<file path="src/rtl/mbox_pkg.sv">
// Shared definitions for the mailbox message path: FSM encodings, CPU register
// offsets and the field positions of the {src_cpu, addr, data} FIFO word.
package mbox_pkg;

    typedef enum logic [0:0] {
        F_IDLE = 1'b0,
        F_POP  = 1'b1
    } fill_state_e;

    typedef enum logic [1:0] {
        C_IDLE = 2'd0,
        C_RD   = 2'd1,
        C_ACK  = 2'd2,
        C_DEL  = 2'd3
    } cpu_state_e;

    localparam logic [1:0] REG_DATA   = 2'd0;
    localparam logic [1:0] REG_ADDR   = 2'd1;
    localparam logic [1:0] REG_SRC    = 2'd2;
    localparam logic [1:0] REG_STATUS = 2'd3;

    localparam int SRC_WIDTH = 32;

    // Word layout is {src_cpu, addr, data}, with data in the LSBs.
    function automatic int addr_lsb(input int data_w);
        return data_w;
    endfunction

    function automatic int src_lsb(input int addr_w, input int data_w);
        return addr_w + data_w;
    endfunction

    function automatic int word_width(input int addr_w, input int data_w);
        return SRC_WIDTH + addr_w + data_w;
    endfunction

endpackage

</file>
<file path="src/rtl/mbox_slot.sv">
// One-entry message holding register for a single CPU: load captures a word and
// sets valid, clear drops valid. Contents are discarded on reset.
module mbox_slot
    import mbox_pkg::*;
#(
    parameter int DW = 32,
    parameter int AW = 32
) (
    input  logic                 clk,
    input  logic                 rstn,
    input  logic                 load_i,
    input  logic                 clear_i,
    input  logic [SRC_WIDTH-1:0] src_i,
    input  logic [AW-1:0]        addr_i,
    input  logic [DW-1:0]        data_i,
    output logic                 valid_o,
    output logic [SRC_WIDTH-1:0] src_o,
    output logic [AW-1:0]        addr_o,
    output logic [DW-1:0]        data_o
);

    logic                 valid_q, valid_d;
    logic [SRC_WIDTH-1:0] src_q, src_d;
    logic [AW-1:0]        addr_q, addr_d;
    logic [DW-1:0]        data_q, data_d;

    always_comb begin
        valid_d = valid_q;
        src_d   = src_q;
        addr_d  = addr_q;
        data_d  = data_q;
        if (load_i) begin
            valid_d = 1'b1;
            src_d   = src_i;
            addr_d  = addr_i;
            data_d  = data_i;
        end else if (clear_i) begin
            valid_d = 1'b0;
        end
    end

    always_ff @(posedge clk or negedge rstn) begin
        if (!rstn) begin
            valid_q <= 1'b0;
            src_q   <= '0;
            addr_q  <= '0;
            data_q  <= '0;
        end else begin
            valid_q <= valid_d;
            src_q   <= src_d;
            addr_q  <= addr_d;
            data_q  <= data_d;
        end
    end

    assign valid_o = valid_q;
    assign src_o   = src_q;
    assign addr_o  = addr_q;
    assign data_o  = data_q;

endmodule

</file>
<file path="src/rtl/fifo_rd_ctrl.sv">
// Consumer side of the mailbox message FIFO: routes popped words into per-CPU
// slots, raises irq per full slot and serves CPU reads over the req/ack bus.
module fifo_rd_ctrl
    import mbox_pkg::*;
#(
    parameter int W_WIDTH_SYS = 32,
    parameter int WIDTH_ADDR  = 32,
    parameter int N_NUMB_CPU  = 4,
    parameter int FIFO_DATA   = 32 + WIDTH_ADDR + W_WIDTH_SYS,
    parameter int DST_LSB     = 0
) (
    input  logic                   clk,
    input  logic                   rstn,
    input  logic [FIFO_DATA-1:0]   m_tdata_i,
    input  logic                   m_tvalid_i,
    output logic                   m_tready_o,
    input  logic                   req_i,
    input  logic [WIDTH_ADDR-1:0]  addr_i,
    input  logic                   wren_i,
    input  logic [31:0]            numb_cpu_i,
    output logic [W_WIDTH_SYS-1:0] rdata_o,
    output logic [N_NUMB_CPU-1:0]  ack_o,
    output logic [N_NUMB_CPU-1:0]  irq_o,
    output logic                   err_bad_dst_o,
    output logic                   stall_o
);

    localparam int IDX_W    = $clog2(N_NUMB_CPU);
    localparam int ADDR_LSB = addr_lsb(W_WIDTH_SYS);
    localparam int SRC_LSB  = src_lsb(WIDTH_ADDR, W_WIDTH_SYS);

    // Head word fields
    logic [W_WIDTH_SYS-1:0] head_data;
    logic [WIDTH_ADDR-1:0]  head_addr;
    logic [SRC_WIDTH-1:0]   head_src;
    logic [WIDTH_ADDR-1:0]  dst_full;
    logic [IDX_W-1:0]       dst_idx;
    logic                   head_bad;
    logic                   head_blocked;

    assign head_data = m_tdata_i[W_WIDTH_SYS-1:0];
    assign head_addr = m_tdata_i[ADDR_LSB +: WIDTH_ADDR];
    assign head_src  = m_tdata_i[SRC_LSB +: SRC_WIDTH];

    // The whole field above DST_LSB is compared so out-of-range targets are
    // caught even when the slot index alone would alias onto a real CPU.
    assign dst_full = head_addr >> DST_LSB;
    assign dst_idx  = dst_full[IDX_W-1:0];
    assign head_bad = (dst_full >= WIDTH_ADDR'(N_NUMB_CPU));

    // Slot array
    logic [N_NUMB_CPU-1:0]  slot_valid;
    logic [N_NUMB_CPU-1:0]  load_vec;
    logic [N_NUMB_CPU-1:0]  clear_vec;
    logic [SRC_WIDTH-1:0]   slot_src  [N_NUMB_CPU];
    logic [WIDTH_ADDR-1:0]  slot_addr [N_NUMB_CPU];
    logic [W_WIDTH_SYS-1:0] slot_data [N_NUMB_CPU];

    for (genvar g = 0; g < N_NUMB_CPU; g++) begin : g_slot
        mbox_slot #(
            .DW (W_WIDTH_SYS),
            .AW (WIDTH_ADDR)
        ) u_slot (
            .clk     (clk),
            .rstn    (rstn),
            .load_i  (load_vec[g]),
            .clear_i (clear_vec[g]),
            .src_i   (head_src),
            .addr_i  (head_addr),
            .data_i  (head_data),
            .valid_o (slot_valid[g]),
            .src_o   (slot_src[g]),
            .addr_o  (slot_addr[g]),
            .data_o  (slot_data[g])
        );
    end

    assign head_blocked = !head_bad && slot_valid[dst_idx];

    // Fill FSM
    fill_state_e fill_state_q, fill_state_d;
    logic        stall_q, stall_d;
    logic        err_q, err_d;
    logic        pop;

    always_ff @(posedge clk or negedge rstn) begin
        if (!rstn) begin
            fill_state_q <= F_IDLE;
        end else begin
            fill_state_q <= fill_state_d;
        end
    end

    always_comb begin
        fill_state_d = fill_state_q;
        case (fill_state_q)
            F_IDLE:  if (m_tvalid_i && !head_blocked) fill_state_d = F_POP;
            F_POP:   fill_state_d = F_IDLE;
            default: fill_state_d = F_IDLE;
        endcase
    end

    // Pop is gated by rstn so the strobe stays low while reset is held.
    always_comb begin
        pop      = 1'b0;
        load_vec = '0;
        stall_d  = 1'b0;
        err_d    = 1'b0;
        if (fill_state_q == F_IDLE && m_tvalid_i && rstn) begin
            if (head_blocked) begin
                stall_d = 1'b1;
            end else begin
                pop   = 1'b1;
                err_d = head_bad;
                if (!head_bad) load_vec[dst_idx] = 1'b1;
            end
        end
    end

    always_ff @(posedge clk or negedge rstn) begin
        if (!rstn) begin
            stall_q <= 1'b0;
            err_q   <= 1'b0;
        end else begin
            stall_q <= stall_d;
            err_q   <= err_d;
        end
    end

    assign m_tready_o    = pop;
    assign stall_o       = stall_q;
    assign err_bad_dst_o = err_q;
    assign irq_o         = slot_valid;

    // CPU FSM
    cpu_state_e             cpu_state_q, cpu_state_d;
    logic [IDX_W-1:0]       cpu_idx_q, cpu_idx_d;
    logic [1:0]             ack_cnt_q, ack_cnt_d;
    logic                   clr_q, clr_d;
    logic [W_WIDTH_SYS-1:0] rdata_q, rdata_d;
    logic [W_WIDTH_SYS-1:0] rd_mux;
    logic [1:0]             reg_sel;
    logic                   req_ok;
    logic                   unused_addr_bits;

    assign reg_sel          = addr_i[3:2];
    assign req_ok           = (numb_cpu_i < 32'(N_NUMB_CPU));
    assign unused_addr_bits = ^{addr_i[WIDTH_ADDR-1:4], addr_i[1:0]};

    always_comb begin
        rd_mux = '0;
        if (!wren_i && slot_valid[cpu_idx_q]) begin
            case (reg_sel)
                REG_DATA:   rd_mux = slot_data[cpu_idx_q];
                REG_ADDR:   rd_mux = W_WIDTH_SYS'(slot_addr[cpu_idx_q]);
                REG_SRC:    rd_mux = W_WIDTH_SYS'(slot_src[cpu_idx_q]);
                REG_STATUS: rd_mux = {{(W_WIDTH_SYS-1){1'b0}}, 1'b1};
                default:    rd_mux = '0;
            endcase
        end
    end

    always_ff @(posedge clk or negedge rstn) begin
        if (!rstn) begin
            cpu_state_q <= C_IDLE;
            cpu_idx_q   <= '0;
            ack_cnt_q   <= '0;
            clr_q       <= 1'b0;
            rdata_q     <= '0;
        end else begin
            cpu_state_q <= cpu_state_d;
            cpu_idx_q   <= cpu_idx_d;
            ack_cnt_q   <= ack_cnt_d;
            clr_q       <= clr_d;
            rdata_q     <= rdata_d;
        end
    end

    always_comb begin
        cpu_state_d = cpu_state_q;
        case (cpu_state_q)
            C_IDLE:  if (req_i && req_ok) cpu_state_d = C_RD;
            C_RD:    cpu_state_d = C_ACK;
            C_ACK:   cpu_state_d = C_DEL;
            C_DEL:   if (ack_cnt_q == 2'd0 && !req_i) cpu_state_d = C_IDLE;
            default: cpu_state_d = C_IDLE;
        endcase
    end

    // Ack spans C_ACK plus three C_DEL cycles; the counter wraps to 0 and parks.
    always_comb begin
        cpu_idx_d = cpu_idx_q;
        ack_cnt_d = ack_cnt_q;
        clr_d     = clr_q;
        rdata_d   = rdata_q;
        ack_o     = '0;
        clear_vec = '0;
        case (cpu_state_q)
            C_IDLE: begin
                cpu_idx_d = numb_cpu_i[IDX_W-1:0];
            end
            C_RD: begin
                rdata_d = rd_mux;
                clr_d   = !wren_i && (reg_sel == REG_DATA) && slot_valid[cpu_idx_q];
            end
            C_ACK: begin
                ack_o[cpu_idx_q]     = 1'b1;
                clear_vec[cpu_idx_q] = clr_q;
                ack_cnt_d            = 2'd1;
            end
            C_DEL: begin
                ack_o[cpu_idx_q] = (ack_cnt_q != 2'd0);
                if (ack_cnt_q != 2'd0) ack_cnt_d = ack_cnt_q + 2'd1;
            end
            default: ;
        endcase
    end

    assign rdata_o = rdata_q;

endmodule

</file>
<file path="config.mk">
export PLATFORM = sky130hd
export DESIGN_NAME = fifo_rd_ctrl
export DESIGN_NICKNAME = d
export VERILOG_FILES = /design/src/rtl/mbox_pkg.sv /design/src/rtl/mbox_slot.sv /design/src/rtl/fifo_rd_ctrl.sv
export SDC_FILE = /design/constraint.sdc
export NUM_CORES = 1
export LEC_CHECK = 0
export CAP_MARGIN = 20
export CORE_MARGIN = 2
export CORE_UTILIZATION = 40
export CTS_CLUSTER_DIAMETER = 100
export CTS_CLUSTER_SIZE = 10
export DETAILED_ROUTE_END_ITERATION = 10
export SLEW_MARGIN = 20
export SYNTH_ARGS = -nofsm -noshare
export SYNTH_HDL_FRONTEND = slang
export SYNTH_SLANG_ARGS = --single-unit
</file>
<file path="constraint.sdc">
create_clock -name clk -period 3 [get_ports clk]
set_input_delay 0.6 -clock clk [delete_from_list [all_inputs] [get_ports clk]]
set_output_delay 0.6 -clock clk [all_outputs]
set_load 0.01 [all_outputs]
</file>
# == Yosys cells after proc, flatten, opt, wreduce, memory -nomap -nowiden ==
# Index checks and enable logic that the tools add are counted.
# totals
register_bits,430
in_bits,165
word_cells,116
# op_classes
n_bitwise,4
eq_ne,9
muxes,45
n_lt_le_gt_ge,7
reduce_logical,26
add_sub_neg,1
# ops
cell,n
two-way mux 32 bit,7
binary-select mux 32 bit (select 2 bit),3
case mux 32 bit (4 select lines),1
"greater-or-equal comparator 32 x 3 -> 1 bit, second input constant",1
"less-than comparator 32 x 3 -> 1 bit, second input constant",1
two-way mux 1 bit,19
two-way mux 4 bit,4
nonzero test 2 bit,6
logical AND 1 bit,11
bitwise AND 4 bit,2
"equality test 2 bit, second input constant",4
case mux 2 bit (4 select lines),1
case mux 4 bit (2 select lines),1
logical NOT 2 bit,3
"less-than comparator 2 x 3 -> 1 bit, second input constant",2
two-way mux 2 bit,3
"inequality test 2 bit, second input constant",3
binary-select mux 1 bit (select 2 bit),2
demux 1 bit (select 2 bit),2
"equality test 2 x 1 -> 1 bit, second input constant",2
"greater-or-equal comparator 2 x 1 -> 1 bit, second input constant",2
logical NOT 1 bit,4
case mux 2 bit (2 select lines),1
AND reduction 2 bit,2
other kinds (5),5

# == Logic depth before layout (Yosys ltp) ==
# Gate-level depths: netlist of run 1.
# logic_depth
depth_word,8
depth_mapped,8

# == Cells and area by module ==
# A second synthesis of run 1 with hierarchy kept.
# hier_totals
hier_cells,1290
area_unflattened_um2,19820.3
# by_module_without_submodules
module,cells_per_inst,area_per_inst_um2,instances
mbox_slot,206,3714.8,4
fifo_rd_ctrl,466,4961.0,1

# == Worst setup path before layout of run 1 ==
# OpenSTA, ideal clock, no wires.
# synth_timing
path_type,input -> register
from,in m_tdata_i[53]
to,reg g_slot[1].u_slot.data_q[0]
setup_ns,0.125
path_slack_ns,0.959
arrival_ns,1.916
cell_stages,7
t_required_ns,2.875
cell_sequence,nor4_1 > and4_1 > buf_2 > and3_1 > buf_4 > buf_6 > mux2_2
# synth_between
elab_chain_cells,5
# synth_lines
item,line_no,text
start: declaration,fifo_rd_ctrl.sv:14,"input logic [FIFO_DATA-1:0] m_tdata_i,"
greater-or-equal comparator 32 x 3 -> 1 bit (*),fifo_rd_ctrl.sv:49,assign head_bad = (dst_full >= WIDTH_ADDR'(N_NUMB_CPU));
logical NOT 1 bit,-,
logical AND 1 bit,fifo_rd_ctrl.sv:78,assign head_blocked = !head_bad && slot_valid[dst_idx];
two-way mux 4 bit (*),fifo_rd_ctrl.sv:110,if (head_blocked) begin
two-way mux 4 bit (*),fifo_rd_ctrl.sv:109,if (fill_state_q == F_IDLE && m_tvalid_i && rstn) begin
end signal: assignment,mbox_slot.sv:52,data_q <= data_d;
end: declaration,mbox_slot.sv:25,"logic [DW-1:0] data_q, data_d;"
# Mark *: on every way between the ends. The rest lies on a longest branch, timed or not.
# A chain may end at the register's enable or synchronous reset.

# == Worst setup path after layout of run 1 ==
# layout_timing
from,reg cpu_state_q[1]
to,out ack_o[3]
# layout_between
elab_chain_cells,2
# layout_lines
item,line_no,text
start: declaration,fifo_rd_ctrl.sv:136,"cpu_state_e cpu_state_q, cpu_state_d;"
start signal: assignment,fifo_rd_ctrl.sv:171,cpu_state_q <= cpu_state_d;
equality test 2 bit,fifo_rd_ctrl.sv:198,case (cpu_state_q)
case mux 4 bit (2 select lines) (*),fifo_rd_ctrl.sv:198,
end: declaration,fifo_rd_ctrl.sv:22,"output logic [N_NUMB_CPU-1:0] ack_o,"
# Marked as above.

==> flow_summary.yaml, run 1 <==
cts:
  clk_latency_ps: 590
  cts_made_buffers: 48
  htree_levels: 2
  clock_path_buffers: 3
  clkSlewWorstSetupHoldPaths_ps: 60
  cts_tree: "done"
  cts-root-buf: "clkbuf_16"
  postCtsHoldBufs: 0
  post_cts_buffers: 0
  cts_sinks: 430
  ctsResizeCount: 2
critical_path:
  worstSetupEndpointType: "output port"
  arrival_ps: 2210
  critPathRequiredTime_ps: 2400
  path_max_fanout: 4
  crit_path_start_kind: "flop"
  critPathKind: "flop to output port"
die:
  dieArea_mm2: 0.0487
  die_w_um: 221
  initial_core_util_pct: 40.5
  die_y_um: 221
  core-area_mm2: 0.0465
  num_rows: 79
  ios: 208
sta:
  finalCritPeriodShare_pct: 93.5
  fin_crit_ps: 2810
  slew-limit-headroom_pct: 34.2
  worst_pin_slew_ps: 986
  maxSlewViolCount: 0
  setup_violations: 0
  final-hold-violation-count: 0
  setup_tns_ps: 0
  fin_skew_ps: 20.8
  rsz0062_at_grt: "no"
  fmaxAchievable_mhz: 356
yosys:
  ys_warn_count: 0
  ys_types: 38
  synthFlopType: "dfrtp_1"
  yosysSeqAreaShare_pct: 57.2
  netlist_instances: 1211
  syn_area_mm2: 0.0188
  syn_nets: 1381
  yosysMostFrequentCell: "dfrtp_1"
  synthTopCellsByArea: "dfrtp_1, mux2_2, mux4_2"
  post-synth-top-area-fraction_pct: 57.2
  async_reset_ff_share_pct: 100
  synth_edf_count: 0
  synth.avg_cell_area_um2: 15.5
  ys_top_cells_by_count: "dfrtp_1, mux2_2, nor2b_1"
  yosys.area.top_type: "dfrtp_1"
  ys_ff_latch: 430
hold_path:
  worstHoldPathType: "input pin to async pin"
pwr:
  p_clk_share_pct: 38.4
  power.density_mw_per_mm2: 593
  power_frac_seq_pct: 44.9
  p_leak_uw: 0.0106
  p_switching_uw: 3600
  switching_share_pct: 27.0
  power.internal_uw: 9730
  combPwrFrac_pct: 16.7
  power_uw: 13300
  peakVddDrop_mv: 0.409
global_routing:
  grt_pass1_wl_um: 69200
  grt.overflow.total: 0
  grt_max_degree: 164
  grt_pass1_vias: 11765
  grt_usage_pct: 18.6
  antenna_found_initial: 4
detailed_routing:
  drcViolationCount: 0
  wl_per_cell_um: 21.7
  ant_nets: 0
  wl_um: 43500
  dr.pass1.iters: 4
  drt_iter0_markers: 624
  via_per_inst: 5.28
  dr_total_vias: 10582
place:
  placed_cell_area_mm2: 0.0212
  place.gp.congestion: 0.714
  dp_cells: 1950
  dpl.hpwl_um: 27200
  io_buffers: 177
finish:
  finalNonFillerCells: 2004
  layout-drive-gt1-share_pct: 30.6
  fin_area_mm2: 0.0225
  area_growth_pct: 19.6
  final_nets: 1563
status:
  status: "finished clean"
run:
  max_cap_viol_count: 0
cell families (layout without fill, tap and decap cells):
family          after synthesis  count (layout)  share of synthesized area, %
simple gates                214             214                          7.08
compound gates               45              45                          1.96
other cells                   0               2                             0
mux                         390             390                          29.0
flops                       430             430                          57.2
buf+inv                     127             311                          4.37
fa+ha+maj                     5               5                         0.333
registers in the layout, summed over array words and instances (netlist names):
name                   count
g_slot.u_slot.valid_o      4
rdata_o                   32
fill_state_q               1
clr_q                      1
g_slot.u_slot.src_o      128
ack_cnt_q                  2
cpu_state_q                2
stall_o                    1
g_slot.u_slot.addr_o     128
cpu_idx_q                  2
g_slot.u_slot.data_o     128
err_bad_dst_o              1
cell type report:
cell class | instances | area [µm²]
Clock buffer | 50 | 1230
Antenna cell | 2 | 5.00
Timing Repair Buffer | 220 | 2290
Tap cell | 607 | 759
Clock inverter | 2 | 40.0
Inverter | 39 | 146
Sequential cell | 430 | 10800
Multi-Input combinational cell | 654 | 7240
Fill cell | 3971 | 24000
stage by stage:
step / hold WS, ps / setup slack, ps / util [%]
finish: 203 / 195 / 48.4
global route: 286 / 49.2 / 48.4
CTS: 248 / 44.1 / 48.4
detailed placement: 451 / -60.2 / 45.6
global placement: 442 / -41.7 / 45.6
floorplan: 304 / 959 / -
power groups by stage:
stage	clock, µW	sequential (µW)	combinational, µW
5_1_grt	5500	6000	2430
6_report	5110	5980	2230
2_1_floorplan	0	6000	1490
4_1_cts	5280	5980	2300
3_3_place_gp	0	6080	2280
3_5_place_dp	0	6080	2290
worst paths after layout:
path,slack (ps),from,cells after the start,to
max in group asynchronous,1260,rstn,3,g_slot[0].u_slot.data_o[6]
setup reg to reg,730,fill_state_q,5,g_slot[2].u_slot.src_o[2]
setup / recovery,190,cpu_state_q[1],6,ack_o[3]
min in group clk,460,g_slot[1].u_slot.addr_o[0],1,g_slot[1].u_slot.addr_o[0]
hold reg to reg,460,g_slot[1].u_slot.addr_o[0],1,g_slot[1].u_slot.addr_o[0]
hold / removal,200,rstn,2,g_slot[2].u_slot.src_o[27]
cell usage in the layout, fill, tap and decap left out, types with 32 or more instances in the layout:
cell / instances
nor2b_1: 125
dfrtp_1: 427
mux2_1: 34
mux2_2: 224
inv_1: 39
mux4_2: 98
clkbuf_16: 49
o221ai_1: 32
nand2b_1: 36
mux2i_1: 34
clkdlybuf4s50_1: 172
worst max-delay path, stage by stage (launching register included):
cell and delay [ps]:
dfrtp_1 400, ha_1 180, inv_1 60, nor2_2 190, nor2_1 110, nor2_1 140, clkdlybuf4s50_1 550
routing by layer:
layer / global-route usage (%) / share of wire, % / vias up
met3: 4.04 / 4.6 / 80
met5: 0 / 0.060 / -
li1: - / - / 4704
met4: 4.98 / 2.2 / 4
met1: 25.3 / 45 / 5607
met2: 30.4 / 48 / 187
No activity file was read; power rests on OpenSTA's default activity.
==> run 2, diff against run 1 <==
--- a/config.mk
+++ b/config.mk
@@ -11,6 +11,8 @@
 export CTS_CLUSTER_DIAMETER = 100
 export CTS_CLUSTER_SIZE = 10
 export DETAILED_ROUTE_END_ITERATION = 10
+export GPL_ROUTABILITY_DRIVEN = 1
+export GPL_TIMING_DRIVEN = 0
 export SLEW_MARGIN = 20
 export SYNTH_ARGS = -nofsm -noshare
 export SYNTH_HDL_FRONTEND = slang
==> flow_summary.yaml, run 2 (synthesis results as in run 1) <==
status:
  status: "finished with violations"
  violations: "hold timing"
pwr:
  peakVddDrop_mv: 0.341
  power.density_mw_per_mm2: 592
  p_leak_uw: 0.0108
cts:
  htree_levels: 2
  cts_tree: "done"
  cts-root-buf: "clkbuf_16"
  clock_path_buffers: 3
  cts_sinks: 430
  cts_made_buffers: 48
  post_cts_buffers: 0
  clk_latency_ps: 570
  clkSlewWorstSetupHoldPaths_ps: 50
die:
  ios: 208
  dieArea_mm2: 0.0487
  die_w_um: 221
  num_rows: 79
  core-area_mm2: 0.0465
  initial_core_util_pct: 40.5
  die_y_um: 221
critical_path:
  reg2reg_setup_slack_ps: 480
  worstPathBufferInverterCount: 2
  path_cells: "clkdlybuf4s50_1, mux4_2, a31oi_1, dlygate4sd2_1"
  critPathCapture: "m_tready_o"
  critPathKind: "input pin to output port"
  crit_path_start: "m_tdata_i[32]"
  cp_num_cells: 4
  arrival_ps: 2270
  crit_path_start_kind: "input pin"
  reg2regPathDepth: 6
  path_max_fanout: 5
  r2r_start: "cpu_idx_q[1]"
  cpPeakStageDelay_ps: 560
  critPathRequiredTime_ps: 2400
  crit_family: "buffers and inverters"
  reg2reg_to: "rdata_o[2]"
  worstSetupEndpointType: "output port"
  crit_slowest_cell: "clkdlybuf4s50_1"
sta:
  finalCritPeriodShare_pct: 95.8
  rsz0062_at_grt: "no"
  setup_tns_ps: 0
  maxSlewViolCount: 0
  slew-limit-headroom_pct: 35.4
  fin_skew_ps: 11.5
  worst_pin_slew_ps: 969
  final-hold-violation-count: 1
  fin_crit_ps: 2870
  setup_violations: 0
  fmaxAchievable_mhz: 348
  layout_setup_ws_ps: 127
  hold_ws_ps: -1.09
place:
  dp_slack_ps: -184
  place.gp.congestion: 0.733
  dpl.hpwl_um: 31300
  io_buffers: 176
  placed_cell_area_mm2: 0.0214
detailed_routing:
  dr_total_vias: 10836
  via_per_inst: 5.29
  top_layer: "met5"
  met3RoutedLength_um: 2260
  ant_nets: 0
  wl_um: 45500
  met1_length_um: 20500
  drcViolationCount: 0
  dr.pass1.iters: 4
  drt_iter0_markers: 552
  wl_per_cell_um: 22.2
  dr_wl_met2_um: 21800
global_routing:
  grt_pass1_vias: 11757
  grt.overflow.total: 0
  grt_max_degree: 99
  antenna_found_initial: 1
  grt_usage_pct: 19.5
  grt_pass1_wl_um: 71100
hold_path:
  worstHoldPathType: "input pin to async pin"
finish:
  layout-drive-gt1-share_pct: 31.0
  area_growth_pct: 20.7
  final_util_pct: 48.8
  mostFrequentLayoutCells: "dfrtp_1, mux2_2, clkdlybuf4s50_1, nor2b_1, mux4_2"
  final_common_cell: "dfrtp_1"
  antenna_cells: 0
  final_nets: 1610
  fin_area_mm2: 0.0227
run:
  max_cap_viol_count: 0
-- run 2: repair_timing --
action                                  4_1_cts  5_1_grt
gates resized for setup                       3        5
endpoints found under the hold margin         0        0
hold buffers                                  0        0
endpoints found under the setup margin        5        4
gates cloned                                  0        0
-- run 2: worst reg2reg max path, cell delays in order, from the launching register on --
cell      delay [ps]
dfrtp_1          320
buf_2            160
clkbuf_4         370
buf_1            700
mux4_2           450
mux2i_1          240
o221ai_1         140
-- run 2: report_power, final --
part	total, µW	switching, µW	internal, µW
clock network	5060	2200	2860
registers	5910	48.7	5870
logic	2470	1450	1030
total	13400	3690	9750
-- run 2: cell type report --
type,count,area (µm²)
Fill cell,4000,23800
Sequential cell,430,10800
Multi-Input combinational cell,654,7220
Timing Repair Buffer,180,1880
Clock buffer,49,1230
Tap cell,607,759
Buffer,87,682
Inverter,39,146
Clock inverter,2,17.5
-- run 2: how the worst min path moves through the flow --
stage	endpoint	slack, ps	cells after the start
2_1_floorplan	ack_cnt_q[0]	300	0
3_3_place_gp	g_slot[3].u_slot.addr_o[1]	440	1
3_5_place_dp	g_slot[3].u_slot.addr_o[0]	450	1
4_1_cts	g_slot[3].u_slot.data_o[25]	3	1
5_1_grt	g_slot[3].u_slot.data_o[25]	20	1
6_report	g_slot[3].u_slot.data_o[25]	-1	1
-- run 2: routing by layer --
| layer | track usage [%] | vias to the layer above |
|---|---|---|
| met2 | 30.9 | 229 |
| li1 | - | 4805 |
| met5 | 0 | - |
| met4 | 4.60 | 2 |
| met1 | 27.8 | 5733 |
| met3 | 3.68 | 67 |
-- run 2: per-stage QoR --
step | total power (µW) | cells
2_1_floorplan | 7490 | 1211
3_3_place_gp | 8500 | 1994
3_5_place_dp | 8530 | 1998
4_1_cts | 13600 | 2048
5_1_grt | 14100 | 2048
6_report | 13400 | 2048
==> run 3, diff against run 2 <==
--- a/config.mk
+++ b/config.mk
@@ -6,8 +6,7 @@
 export NUM_CORES = 1
 export LEC_CHECK = 0
 export CAP_MARGIN = 20
-export CORE_MARGIN = 2
-export CORE_UTILIZATION = 40
+export CORE_UTILIZATION = 35
 export CTS_CLUSTER_DIAMETER = 100
 export CTS_CLUSTER_SIZE = 10
 export DETAILED_ROUTE_END_ITERATION = 10
==> flow_summary.yaml, run 3 (synthesis results as in run 1) <==
critical_path:
  r2r_start: "cpu_state_q[1]"
  arrival_ps: 2250
  worstSetupEndpointType: "output port"
  critPathKind: "flop to output port"
  crit_path_start: "cpu_state_q[0]"
  crit_path_start_kind: "flop"
  path_max_fanout: 4
  critPathRequiredTime_ps: 2400
sta:
  fmaxAchievable_mhz: 351
  fin_crit_ps: 2850
  worst_pin_slew_ps: 945
  hold_ws_ps: 41.8
  rsz0062_at_grt: "no"
  fin_skew_ps: 19.8
  setup_violations: 0
  setup_tns_ps: 0
  layout_setup_ws_ps: 154
  slew-limit-headroom_pct: 37.0
  maxSlewViolCount: 0
  final-hold-violation-count: 0
  finalCritPeriodShare_pct: 94.9
run:
  max_cap_viol_count: 0
cts:
  cts-root-buf: "clkbuf_16"
  cts_sinks: 430
  cts_made_buffers: 48
  htree_levels: 2
  clock_path_buffers: 3
  clk_latency_ps: 580
  cts_tree: "done"
  clkSlewWorstSetupHoldPaths_ps: 50
  post_cts_buffers: 0
die:
  ios: 208
  die_w_um: 234
  dieArea_mm2: 0.0546
  initial_core_util_pct: 35.6
  core-area_mm2: 0.0528
  die_y_um: 234
  num_rows: 84
pwr:
  peakVddDrop_mv: 0.460
  p_leak_uw: 0.0109
  power.density_mw_per_mm2: 589
finish:
  final_nets: 1619
  fillCellCount: 4770
  layout-drive-gt1-share_pct: 31.4
  final_util_pct: 43.7
  area_growth_pct: 22.7
  mostFrequentLayoutCells: "dfrtp_1, mux2_2, clkdlybuf4s50_1, nor2b_1, mux4_2"
  final_common_cell: "dfrtp_1"
detailed_routing:
  drt_iter0_markers: 565
  ant_nets: 0
  via_per_inst: 5.10
  dr_total_vias: 10917
  drcViolationCount: 14
  wl_per_cell_um: 22.3
  dr.pass1.iters: 9
  wl_um: 47700
global_routing:
  grt_pass1_wl_um: 74900
  grt_max_degree: 76
  grt_pass1_vias: 11975
  grt.overflow.total: 0
  antenna_found_initial: 2
  grt_usage_pct: 18.3
status:
  violations: "DRC"
  status: "finished with violations"
place:
  place.gp.congestion: 0.748
  dp_slack_ps: -781
  io_buffers: 176
  dpl.hpwl_um: 32200
hold_path:
  worstHoldPathType: "input pin to async pin"
-- run 3: metal layers --
| metal | global-route usage, % | up-vias | share of wire [%] |
|---|---|---|---|
| li1 | - | 4824 | - |
| met1 | 25.5 | 5808 | 46 |
| met2 | 29.1 | 219 | 48 |
| met3 | 2.94 | 66 | 3.7 |
| met4 | 6.11 | 0 | 2.7 |
| met5 | 0 | - | 0 |
-- run 3: cell type report --
class                      count  area (µm²)  area share (%)
multi-input combinational    654        7220            31.3
antenna                        2        5.00          0.0217
buffer                        87         682            2.96
timing repair buffer         189        2120            9.17
inverter                      39         146           0.635
clock inverter                 1        16.3          0.0705
clock buffer                  50        1250            5.43
sequential                   430       10800            46.7
tap                          688         861            3.73
-- run 3: worst paths after layout --
| kind | endpoint | slack, ps | cells after the start |
|---|---|---|---|
| setup reg to reg | rdata_o[21] | 520 | 8 |
| setup / recovery | ack_o[2] | 150 | 6 |
| hold reg to reg | g_slot[3].u_slot.addr_o[0] | 460 | 1 |
| min in group clk | g_slot[3].u_slot.addr_o[0] | 460 | 1 |
| hold / removal | rdata_o[25] | 40 | 2 |
| max in group asynchronous | g_slot[0].u_slot.src_o[0] | 1520 | 3 |
-- run 3: timing repair --
item,4_1_cts,5_1_grt
gates cloned,4,0
gates resized for setup,7,3
endpoints found under the hold margin,59,0
setup endpoints to repair,243,4
hold buffers,4,0
-- run 3: per-stage QoR --
| step | power [µW] | instances | cell area, µm² |
|---|---|---|---|
| 2_1_floorplan | 7490 | 1211 | 18800 |
| 5_1_grt | 14200 | 2138 | 23100 |
| 4_1_cts | 13800 | 2138 | 23000 |
| 3_5_place_dp | 8550 | 2080 | 21600 |
| 3_3_place_gp | 8530 | 2075 | 21400 |
| 6_report | 13600 | 2140 | 23100 |
-- run 3: power breakdown --
part	internal, µW	switching, µW	leakage [µW]
combinational	1070	1460	0.00431
clock	2910	2220	0.000623
sequential	5870	57.6	0.00599
total	9840	3740	0.0109
-- run 3: critical path, cell delays in order, from the launching register on --
cell and delay (ps):
dfrtp_1 400, ha_1 180, inv_1 70, nor2_4 150, nor2_1 100, nor3b_1 210
clkdlybuf4s50_1 570
